<file path="config.mk">
export PLATFORM = sky130hd
export DESIGN_NAME = ff_bank
export DESIGN_NICKNAME = d
export VERILOG_FILES = /design/src/rtl/ff_bank_pkg.sv /design/src/rtl/ff_cell.sv /design/src/rtl/ff_bank.sv
export SDC_FILE = /design/constraint.sdc
export NUM_CORES = 1
export LEC_CHECK = 0
export BUFFER_PORTS_ARGS = -buffer_cell sky130_fd_sc_hd__buf_2
export CAP_MARGIN = 20
export CORE_ASPECT_RATIO = 0.9
export CORE_MARGIN = 4
export CORE_UTILIZATION = 54
export DETAILED_ROUTE_END_ITERATION = 12
export GPL_TIMING_DRIVEN = 0
export PLACE_DENSITY = 0.78
export SYNTH_ARGS = -nofsm -noshare
export SYNTH_HDL_FRONTEND = slang
export SYNTH_HIERARCHICAL = 1
export SYNTH_SLANG_ARGS = --single-unit
</file>
<file path="constraint.sdc">
create_clock -name clk -period 1.4 [get_ports clk]
set_input_delay 0.14 -clock clk [delete_from_list [all_inputs] [get_ports clk]]
set_output_delay 0.14 -clock clk [all_outputs]
set_load 0.05 [all_outputs]
</file>
<file path="src/rtl/ff_bank_pkg.sv">
// ff_bank_pkg -- shared encodings for the ff_bank flip-flop bank.
//   mode_e     : per-edge function select (SR, JK, D, T)
//   INV_*      : SR-mode resolution policy for s=r=1
package ff_bank_pkg;

  typedef enum logic [1:0] {
    MODE_SR = 2'b00,
    MODE_JK = 2'b01,
    MODE_D  = 2'b10,
    MODE_T  = 2'b11
  } mode_e;

  localparam int INV_HOLD  = 0;
  localparam int INV_RESET = 1;
  localparam int INV_SET   = 2;

endpackage

</file>
<file path="src/rtl/ff_cell.sv">
// ff_cell -- one bit of the configurable flip-flop bank.
//   clk, rst   : clock, synchronous active-high reset (q <= RST_VAL)
//   en         : update enable, 0 holds q
//   mode       : SR / JK / D / T select
//   a, b       : S/J/D/T and R/K inputs for this bit
//   q          : registered bit
module ff_cell
  import ff_bank_pkg::*;
#(
  parameter logic RST_VAL    = 1'b0,
  parameter int   INV_POLICY = INV_HOLD
) (
  input  logic       clk,
  input  logic       rst,
  input  logic       en,
  input  logic [1:0] mode,
  input  logic       a,
  input  logic       b,
  output logic       q
);

  logic q_next;

  // NOTE: every always_comb output gets a default first so no path leaves it
  // unassigned, which would infer a latch.
  always_comb begin
    q_next = q;
    unique case (mode_e'(mode))
      MODE_SR: begin
        unique case ({a, b})
          2'b00: q_next = q;
          2'b01: q_next = 1'b0;
          2'b10: q_next = 1'b1;
          2'b11: begin
            // Out-of-range policy values fall back to hold so q is never X.
            case (INV_POLICY)
              INV_RESET: q_next = 1'b0;
              INV_SET:   q_next = 1'b1;
              default:   q_next = q;
            endcase
          end
        endcase
      end
      MODE_JK: begin
        unique case ({a, b})
          2'b00: q_next = q;
          2'b01: q_next = 1'b0;
          2'b10: q_next = 1'b1;
          2'b11: q_next = ~q;
        endcase
      end
      MODE_D:  q_next = a;
      MODE_T:  q_next = q ^ a;
    endcase
  end

  // NOTE: state registers use non-blocking assignments so every flop samples
  // pre-edge values regardless of process evaluation order.
  always_ff @(posedge clk) begin
    if (rst)     q <= RST_VAL;
    else if (en) q <= q_next;
  end

endmodule

</file>
<file path="src/rtl/ff_bank.sv">
// ff_bank -- WIDTH independent flip-flops sharing one mode select, plus
// SR-mode invalid-input (s=r=1) detection.
//   clk, rst   : clock, synchronous active-high reset
//   en         : update enable; 0 holds q and suppresses invalid detection
//   mode       : 00 SR, 01 JK, 10 D, 11 T
//   a, b       : per-bit S/J/D/T and R/K inputs
//   err_clr    : clears err_sticky (and err_cnt)
//   q, qn      : registered state and its complement
//   invalid    : one-cycle pulse after an enabled SR edge with any a&b bit set
//   err_sticky : latched invalid indication
//   err_cnt    : saturating invalid-event count, present only when the
//                FF_BANK_ERR_CNT_EN macro is defined
module ff_bank
  import ff_bank_pkg::*;
#(
  parameter int               WIDTH      = 8,
  parameter logic [WIDTH-1:0] RST_VAL    = '0,
  parameter int               INV_POLICY = INV_HOLD,
  parameter int               CNT_W      = 8
) (
  input  logic             clk,
  input  logic             rst,
  input  logic             en,
  input  logic [1:0]       mode,
  input  logic [WIDTH-1:0] a,
  input  logic [WIDTH-1:0] b,
  input  logic             err_clr,
  output logic [WIDTH-1:0] q,
  output logic [WIDTH-1:0] qn,
  output logic             invalid,
  output logic             err_sticky
`ifdef FF_BANK_ERR_CNT_EN
  ,
  output logic [CNT_W-1:0] err_cnt
`endif
);

  if (WIDTH < 1 || WIDTH > 64 || CNT_W < 1) begin : g_bad_param
    $error("ff_bank: WIDTH must be 1..64 and CNT_W at least 1");
  end

  for (genvar i = 0; i < WIDTH; i++) begin : g_cell
    ff_cell #(
      .RST_VAL   (RST_VAL[i]),
      .INV_POLICY(INV_POLICY)
    ) u_cell (
      .clk (clk),
      .rst (rst),
      .en  (en),
      .mode(mode),
      .a   (a[i]),
      .b   (b[i]),
      .q   (q[i])
    );
  end

  assign qn = ~q;

  // One event per edge, however many bits have s=r=1.
  logic inv_event;
  assign inv_event = en && (mode_e'(mode) == MODE_SR) && (|(a & b));

  always_ff @(posedge clk) begin
    if (rst) begin
      invalid    <= 1'b0;
      err_sticky <= 1'b0;
    end else begin
      invalid <= inv_event;
      // A new event wins over a simultaneous clear.
      if (inv_event)    err_sticky <= 1'b1;
      else if (err_clr) err_sticky <= 1'b0;
    end
  end

`ifdef FF_BANK_ERR_CNT_EN
  localparam logic [CNT_W-1:0] CNT_MAX = '1;

  always_ff @(posedge clk) begin
    if (rst)                              err_cnt <= '0;
    else if (err_clr)                     err_cnt <= inv_event ? CNT_W'(1) : '0;
    else if (inv_event && err_cnt != CNT_MAX) err_cnt <= err_cnt + CNT_W'(1);
  end
`endif

endmodule
</file>
==> metrics.md <==
| Metric | Value |
|---|---|
| Flop pwr share | `27.1%` |
| Initial antenna violation count | `0` |
| Vias/cell | `5.146` |
| Arr. time, crit path | `1.37 ns` |
| Routed len/inst | `12.78 um` |
| Area added between synthesis and finish | `18.41%` |
| CP startpoint kind | `primary input` |
| Detailed Routing Iterations Pass 1 | `4` |
| R2R cell count | `4` |
| Tcrit/Tclk final | `87.08%` |
| Most used DFF post-synth | `dfxtp_1` |
| Status | `complete, no violations` |
| Post-layout util | `66.48%` |
| Hold EP | `err_sticky` |
| Setup bufs post-CTS | `0` |
| Asr flop ratio synth | `0%` |
| Clock Sink Count | `10` |
| WHS Path Cells | `3` |
| CTS Buf Count | `3` |
| Core area | `2748 sq um` |
| DRC Markers | `0` |
| Hold-fix buffer count after cts | `0` |
| Final setup TNS | `0 ns` |
| Post-synth EDFFs | `0` |
| LEAKAGE | `0.8310 nW` |
| Initial core utilization | `56.15%` |
| Worst-Skew Late Latency | `0.27 ns` |
| First-pass GRT wire length | `5.526 mm` |
| H-tree level count | `1` |
| Fin cells | `254` |
| Yosys warns | `6` |
| Layout Skew | `0 ns` |
| Final net count | `261` |
| WL final | `3.245 mm` |
| Routed vias | `1307` |
| Worst reg2reg setup slack | `0.31 ns` |
| Vias in the first global route | `1313` |
| GRT Util Overall | `17.89%` |
| 1st-iter DRT viols | `55` |
| Clk network pwr share | `22.9%` |
| Buffers on Ports | `39` |
| Worst-path fanout max | `41` |
| Synth top area share | `19.46%` |
| Share of post-route cells with drive strength above 1 | `40.65%` |
| RSZ-0062 raised after global routing | `false` |
| Max Fclk | `820.2 MHz` |
| Internal | `0.6694 mW` |
| Worst VDD drop | `0.2970 mV` |
| Switching Share | `45.20%` |
| Final antenna-violating net count | `0` |
| CTS resizes | `0` |
| Root Driver | `clkbuf_4` |
| CTS tree | `yes` |
| Worst Hold Class | `primary input to register` |
| Average instance area after synthesis | `9.022 sq um` |
| Die Ht | `58.71 um` |
| Register area share after synthesis | `12.98%` |
| Maximum clock insertion buffer count | `2` |
| Capture point of the worst reg-to-reg path | `g_cell[5].u_cell/q` |
| Max-slew violations | `0` |
| Largest net degree at the start of global routing | `42` |
| Pwr Total | `1.222 mW` |
| Top post-synthesis cells by area | `ha_1 19%, a211oi_2 13%, dfxtp_1 13%` |
| Max-slew headroom | `55.42%` |
| Comb power frac | `50.0%` |
| DIE WIDTH | `64.34 um` |
| P per Cell Area | `668.7 nW/um^2` |
| Final Hold Viols | `0` |
| IO Pins | `40` |
| Worst Min Path Start | `err_clr` |
| Crit path time final | `1.219 ns` |
| Die area | `3777 sq um` |
| Syn nets | `217` |
| Mapped Area | `1543 sq um` |
| Total of max-cap violations | `0` |
| Synth area leader | `ha_1` |
| Num rows | `18` |
| #FFs+latches synth | `10` |
| Crit end category | `register` |
| Synth unique cells | `19` |
| Net Sw Power | `0.5521 mW` |
| Worst-margin pin slew | `0.6687 ns` |
| Antenna diode count | `0` |
| RePlAce Congestion | `0.7447` |
| Crit Path Category | `primary input to register` |
| Placed cells | `250` |
| Worst flop-to-flop path startpoint | `g_cell[5].u_cell/q` |
| Clock-pin slew on the worst setup and hold paths | `0.08 ns` |
| DP HPWL | `2.469 mm` |
| Critical Path RT | `1.55 ns` |
| # setup viols final | `0` |
| GRT overflow | `0` |
| Synthesized instance count | `171` |
==> placed cells by master, fill, tap and decap left out <==
cell type  instances
nor4b_2            1
buf_2             38
nor2b_4            8
clkbuf_4           4
nor2b_1            8
and2_2             1
clkbuf_8           1
a211oi_2          16
a22o_1             1
a31oi_1            8
nand4_1            1
nor2_1             9
ha_1              24
a22oi_2            2
nand2b_2           8
a22oi_1            2
o31ai_4            8
dfxtp_1           10
nand2_1           16
o21ai_0            8
nand3b_1           8
inv_1             32
==> routing by layer <==
layer,track usage (%),part of all wire [%],wire (um)
met1,20.63,44,1434
met2,34.56,51,1662
met3,2.672,4.2,136
met4,4.518,0.37,12
met5,0,0,0
==> flip-flops by register name (all words and copies together), names as in the netlist <==
| name | flops |
|---|---|
| g_cell.u_cell/q | 8 |
| err_sticky | 1 |
| invalid | 1 |
==> cell type report <==
type                            instances  area, sq um
Clock buffer                            4        36.28
Fill cell                             232        920.9
Inverter                               32        120.1
Multi-Input combinational cell        129         1222
Sequential cell                        10        200.2
Tap cell                               40        50.05
Timing Repair Buffer                   39        197.7
==> cells by family (layout without fill, tap and decap cells) <==
kind of cell               count (synthesis)  in the layout  share of synthesized area, %
buffers and inverters                     32             75                         7.786
DFF                                       10             10                         12.98
and+or+nand+nor                           60             60                         26.76
AOI/OAI and AO/OA                         45             45                         33.01
adders and majority gates                 24             24                         19.46
==> how the worst max path moves through the flow <==
| stage | start | end | slack (ns) | cells after the start |
|---|---|---|---|---|
| final | mode[0] | g_cell[6].u_cell/q | 0.18 | 5 |
| after global placement | mode[1] | g_cell[7].u_cell/q | -0.12 | 4 |
| after CTS | mode[1] | g_cell[3].u_cell/q | 0.07 | 4 |
| after global routing | mode[0] | g_cell[6].u_cell/q | 0.10 | 5 |
| after detailed placement | mode[1] | g_cell[3].u_cell/q | -0.21 | 4 |
| after floorplan | g_cell[0].u_cell/q | g_cell[0].u_cell/q | 0.13 | 4 |
==> power by group through the flow <==
stage / combinational [mW] / clock (mW) / sequential (mW)
final: 0.611 / 0.280 / 0.331
after global routing: 0.661 / 0.304 / 0.335
after CTS: 0.614 / 0.285 / 0.331
after detailed placement: 0.612 / 0 / 0.337
after global placement: 0.587 / 0 / 0.334
after floorplan: 0.345 / 0 / 0.415
==> synth_stat cells, drive strengths merged, types with 4 or more instances <==
master	instances
a31oi	8
a22oi	4
nand2b	8
nor2b	16
dfxtp	10
nand3b	8
a211oi	16
inv	32
nor2	9
o21ai	8
ha	24
nand2	16
o31ai	8
==> through the flow <==
| step | setup slack (ns) | instance area [sq um] | hold WS [ns] |
|---|---|---|---|
| after floorplan | 0.1340 | 1543 | 0.2046 |
| after global placement | -0.1237 | 1788 | 0.4710 |
| after detailed placement | -0.2127 | 1788 | 0.4754 |
| after CTS | 0.07406 | 1824 | 0.2011 |
| after global routing | 0.1025 | 1827 | 0.1948 |
| final | 0.1808 | 1827 | 0.2054 |
==> critical path: stages <==
cell      delay, ns
buf_2          0.52
nor2b_4        0.29
o31ai_4        0.09
a211oi_2       0.25
a211oi_2       0.07
Power figures use the tool's default switching activity.
